==> config.mk <==
export PLATFORM = sky130hd
export DESIGN_NAME = vram_arbiter
export DESIGN_NICKNAME = d
export VERILOG_FILES = /design/src/rtl/vram_arbiter.sv
export SDC_FILE = /design/constraint.sdc
export NUM_CORES = 1
export LEC_CHECK = 0
export BUFFER_PORTS_ARGS = -buffer_cell sky130_fd_sc_hd__buf_4
export CAP_MARGIN = 20
export CORE_AREA = 2 2 93 77
export CTS_BUF_LIST = sky130_fd_sc_hd__clkbuf_8
export CTS_CLUSTER_DIAMETER = 40
export CTS_CLUSTER_SIZE = 16
export DETAILED_ROUTE_END_ITERATION = 6
export DIE_AREA = 0 0 95 79
export PLACE_DENSITY = 0.76
export SLEW_MARGIN = 20
export SYNTH_ARGS = -nofsm -noshare
export SYNTH_HDL_FRONTEND = slang
export SYNTH_SLANG_ARGS = --single-unit
==> constraint.sdc <==
create_clock -name clk -period 2.1 [get_ports clk]
set_clock_uncertainty 0.15 [all_clocks]
set_input_delay 0.42 -clock clk [delete_from_list [all_inputs] [get_ports clk]]
set_output_delay 0.42 -clock clk [all_outputs]
set_load 0.01 [all_outputs]
==> src/rtl/vram_arbiter.sv <==
// Single-ported video RAM arbiter: fixed-latency VGA fetches take priority,
// CPU read/write accesses fill the remaining memory slots.
module vram_arbiter #(
  parameter int ADDR_W = 13,
  parameter int DATA_W = 8
) (
  input  logic              clk,
  input  logic              reset_n,
  input  logic              vga_req,
  input  logic [ADDR_W-1:0] vga_address,
  output logic [DATA_W-1:0] vga_data,
  input  logic              cpu_cs,
  input  logic              cpu_we,
  input  logic [ADDR_W-1:0] cpu_address,
  input  logic [DATA_W-1:0] cpu_din,
  output logic [DATA_W-1:0] cpu_dout,
  output logic              cpu_ready,
  output logic [ADDR_W-1:0] mem_addr,
  output logic              mem_we,
  output logic [DATA_W-1:0] mem_wdata,
  input  logic [DATA_W-1:0] mem_rdata
);

  typedef enum logic [1:0] {
    OWN_NONE   = 2'd0,
    OWN_VID    = 2'd1,
    OWN_CPU_RD = 2'd2,
    OWN_CPU_WR = 2'd3
  } owner_t;

  // slot_own: owner of the address currently on mem_addr.
  // cap_own:  owner of the data currently on mem_rdata.
  owner_t slot_own;
  owner_t cap_own;

  logic              pending;
  logic              need_low;
  logic              lat_we;
  logic [ADDR_W-1:0] lat_addr;
  logic [DATA_W-1:0] lat_din;

  logic              cpu_busy;
  logic              new_req;
  logic              cpu_avail;
  logic              cur_we;
  logic [ADDR_W-1:0] cur_addr;
  logic [DATA_W-1:0] cur_din;

  // A fresh request bypasses the latch so an idle slot is used immediately.
  always_comb begin
    cpu_busy  = pending || (slot_own == OWN_CPU_RD) || (slot_own == OWN_CPU_WR) ||
                (cap_own == OWN_CPU_RD);
    new_req   = cpu_cs && !cpu_busy && !cpu_ready && !need_low;
    cpu_avail = pending || new_req;
    cur_we    = pending ? lat_we   : cpu_we;
    cur_addr  = pending ? lat_addr : cpu_address;
    cur_din   = pending ? lat_din  : cpu_din;
  end

  always_ff @(posedge clk or negedge reset_n) begin
    if (!reset_n) begin
      slot_own  <= OWN_NONE;
      cap_own   <= OWN_NONE;
      pending   <= 1'b0;
      need_low  <= 1'b0;
      lat_we    <= 1'b0;
      lat_addr  <= '0;
      lat_din   <= '0;
      vga_data  <= '0;
      cpu_dout  <= '0;
      cpu_ready <= 1'b0;
      mem_addr  <= '0;
      mem_we    <= 1'b0;
      mem_wdata <= '0;
    end else begin
      // One access per cs assertion: re-arm only after cs is seen low.
      if (!cpu_cs)
        need_low <= 1'b0;
      else if (new_req)
        need_low <= 1'b1;

      if (new_req) begin
        lat_we   <= cpu_we;
        lat_addr <= cpu_address;
        lat_din  <= cpu_din;
      end

      if (vga_req) begin
        slot_own <= OWN_VID;
        mem_addr <= vga_address;
        mem_we   <= 1'b0;
        if (new_req)
          pending <= 1'b1;
      end else if (cpu_avail) begin
        slot_own  <= cur_we ? OWN_CPU_WR : OWN_CPU_RD;
        mem_addr  <= cur_addr;
        mem_we    <= cur_we;
        mem_wdata <= cur_din;
        pending   <= 1'b0;
      end else begin
        slot_own <= OWN_NONE;
        mem_we   <= 1'b0;
      end

      cap_own <= slot_own;
      if (cap_own == OWN_VID)
        vga_data <= mem_rdata;
      if (cap_own == OWN_CPU_RD)
        cpu_dout <= mem_rdata;
      cpu_ready <= (slot_own == OWN_CPU_WR) || (cap_own == OWN_CPU_RD);
    end
  end

endmodule
==> run_results.csv <==
group,metric,value,unit
run_status,status,"completed",
cts,clock-sinks,67,
logic_synthesis,synth-main-ff-cell,"dfrtp_1",
power,power.share.clock,21.0,%
floorplanning,dieWidth,95,um
critical_path,path_max_fanout,6,
global_routing,antenna_found_initial,0,
global_routing,grt_pass1_wl,11.4,mm
floorplanning,ios,86,
detailed_routing,route.detailed.wl_per_inst,15.9,um
final_layout,num_antenna_cells,0,
cts,cts_tree,"done",
floorplanning,rows,27,
logic_synthesis,post-synth-top-count-cell,"dfrtp_1",
timing,holdWs,0.131,ns
final_layout,synthToLayoutAreaGrowth,33.4,%
critical_path,path_buf_inv,2,
detailed_routing,final_antenna_net_count,0,
floorplanning,die_area,7510,um^2
cts,cts.reportedPaths.clkPinSlew,0.07,ns
critical_path,worstPathCellList,"or3b_4 > buf_12 > o311ai_4 > clkbuf_16 > mux2_2",
critical_path,slowest_delay,0.40,ns
critical_path,critical-path-top-delay-family,"flip-flops",
final_layout,n_fill_cell,522,
logic_synthesis,synth_nets,312,
logic_synthesis,syn_avg_cell_area,11.7,um^2
critical_path,crit_path_end_kind,"register",
logic_synthesis,yosys.area.top_type,"dfrtp_1",
placement,placed_cell_area,3870,um^2
timing,slew_headroom,71.2,%
final_layout,design_area,4150,um^2
logic_synthesis,ys_warn_count,0,
floorplanning,die_y,79,um
power,p_comb_share,36.5,%
logic_synthesis,ys_ff_latch,67,
logic_synthesis,synth_top_area_share,53.9,%
cts,clk_path_buf_depth,2,
timing,finalCritPeriodShare,99.7,%
timing,setup_viol,0,
power,switching_share,30.9,%
cts,cts_root_buf,"clkbuf_8",
logic_synthesis,ys_seq_area_share,53.9,%
logic_synthesis,synth-edff-count,0,
timing,maxSlewViolCount,0,
power,intPower,3.42,mW
placement,place_congestion,0.782,
power,p_sw,1.53,mW
power,vdd.ir_drop.worst,0.577,mV
detailed_routing,first_iter_violations,144,
logic_synthesis,synth.area.top_cells,"dfrtp_1, mux2_4, mux2_1",
detailed_routing,first_pass_iters,4,
logic_synthesis,synth.top_cells.by_count,"dfrtp_1, nand2_1, mux2_4",
critical_path,cp.arrival,2.17,ns
timing,fmax,478,MHz
timing,rsz0062_at_grt,"yes",
logic_synthesis,synth_cells,265,
floorplanning,coreArea,6660,um^2
final_layout,final_nets,402,
floorplanning,initial_core_util,46.7,%
placement,place_hpwl,4.68,mm
detailed_routing,avgViaCountPerCell,5.21,
power,p_seq_share,42.5,%
timing,post-route-min-period,2.09,ns
global_routing,grt_pass1_vias,2275,
cts,cts_buffers,9,
global_routing,globalRouteOverflowTotal,0,
logic_synthesis,synth_cell_type_count,30,
final_layout,drive_above_1_share,41.4,%
logic_synthesis,synth.cell_area,3110,um^2
run,drv_cap,0,
timing,final_hold_viol_count,0,
detailed_routing,wl,7.10,mm
detailed_routing,vias,2331,
global_routing,grt_max_degree,41,
timing,worst_pin_slew,0.432,ns
critical_path,cp_slowest_cell,"dfrtp_1",
logic_synthesis,synth-async-reset-ratio,100,%
power,p_leak,1.99,nW
critical_path,critical_path_class,"reg2reg",
placement,dpl.cell_count,426,
power,pwr_density_cell,1190,nW/um^2
final_layout,final_cells,447,
critical_path,cp-start-kind,"register",
critical_path,required,2.18,ns
global_routing,track_usage,20.1,%
hold_path,min_path_type,"in2reg",
cts,cts_max_level,3,
placement,portBuffers,85,
cts,clk-insertion-delay-late,0.34,ns
power,total_power,4.95,mW
detailed_routing,drc_errors,0,
flip-flops by register name, summed over array words and instances (netlist names):
name and cells:
mem_we 1, cap_own 2, cpu_dout 8, lat_din 8
cpu_ready 1, pending 1, lat_addr 13, lat_we 1
vga_data 8, mem_wdata 8, need_low 1, mem_addr 13
slot_own 2
logic make-up after synthesis:
group | count (synthesis) | synth area share [%]
and+or+nand+nor | 84 | 12.9
AOI/OAI and AO/OA | 35 | 7.85
DFF | 67 | 53.9
buffers and inverters | 24 | 3.62
muxes | 55 | 21.7
metrics by stage:
step | worst slack (ns) | setup TNS (ns) | utilization (%)
floorplan | 0.0297 | 0 | -
global route | -0.0408 | -0.445 | 62.3
global placement | -0.0815 | -2.13 | 58.2
finish | 0.00650 | 0 | 62.3
CTS | -0.0172 | -0.158 | 61.3
detailed placement | -0.100 | -2.95 | 58.2
what timing repair did:
| action | CTS | global route |
|---|---|---|
| hold buffers | 1 | 0 |
| buffers inserted | 0 | 3 |
| pin swaps | 0 | 2 |
| endpoints found under the hold margin | 27 | 0 |
| gates cloned | 0 | 1 |
| endpoints found under the setup margin | 22 | 34 |
| resized for setup | 0 | 5 |
routing by layer:
metal | track usage, % | vias to the layer above | wire length [um]
li1 | - | 1101 | -
met1 | 27.6 | 1149 | 3270
met2 | 30.3 | 73 | 3330
met3 | 6.36 | 8 | 407
met4 | 6.67 | 0 | 105
met5 | 0 | - | 0
cell type report:
type                    count  area [um^2]  share of cell area (%)
flip-flops and latches     67         1680                    40.4
multi-input cells         174         1330                    32.0
repair buffers            101          828                    20.0
clock buffers              13          179                    4.31
well taps                  87          109                    2.62
clock inverters             3         20.0                   0.483
inverters                   2         7.51                   0.181
final timing paths:
kind / from / end / slack [ns] / cells after the start
max: slot_own[1] / mem_addr[1] / 0.006 / 5
max reg2reg: slot_own[1] / mem_addr[1] / 0.006 / 5
min in group asynchronous: reset_n / lat_addr[10] / 0.39 / 2
min: mem_rdata[3] / cpu_dout[3] / 0.13 / 3
max in group asynchronous: reset_n / cpu_dout[2] / 0.87 / 3
min reg2reg: slot_own[0] / cap_own[0] / 0.23 / 0
worst min-delay path, delay by kind of cell:
kind / cells / cell delay, ns
AND/OR/NAND/NOR: 2 / 0.09
buffers and inverters: 1 / 0.08
power groups by stage:
stage / combinational (mW) / sequential [mW] / clock (mW)
after floorplan: 0.952 / 2.17 / 0
after global routing: 1.96 / 2.16 / 1.13
after global placement: 1.72 / 2.10 / 0
after detailed placement: 1.77 / 2.10 / 0
after CTS: 1.77 / 2.10 / 1.06
final: 1.81 / 2.10 / 1.04
cells in the final DEF (no fill, tap or decap), types with 2 or more instances in the layout:
| master | Yosys | routed |
|---|---|---|
| mux2_4 | 19 | 19 |
| nor2_1 | 16 | 16 |
| buf_4 | 1 | 95 |
| clkinvlp_4 | 0 | 2 |
| o22ai_1 | 8 | 8 |
| a21oi_1 | 2 | 2 |
| nor4_1 | 2 | 2 |
| o31a_1 | 8 | 8 |
| nor4b_1 | 8 | 8 |
| clkbuf_8 | 0 | 13 |
| nand2_1 | 39 | 39 |
| mux2i_1 | 13 | 13 |
| o21a_1 | 2 | 2 |
| or3_1 | 2 | 2 |
| inv_1 | 2 | 2 |
| nand2b_1 | 4 | 4 |
| mux2_1 | 14 | 14 |
| nor3_1 | 8 | 8 |
| buf_12 | 0 | 4 |
| mux2_2 | 9 | 9 |
| dfrtp_1 | 67 | 67 |
| o21ai_0 | 13 | 13 |
Note: power is estimated with default switching activity, not from simulation.
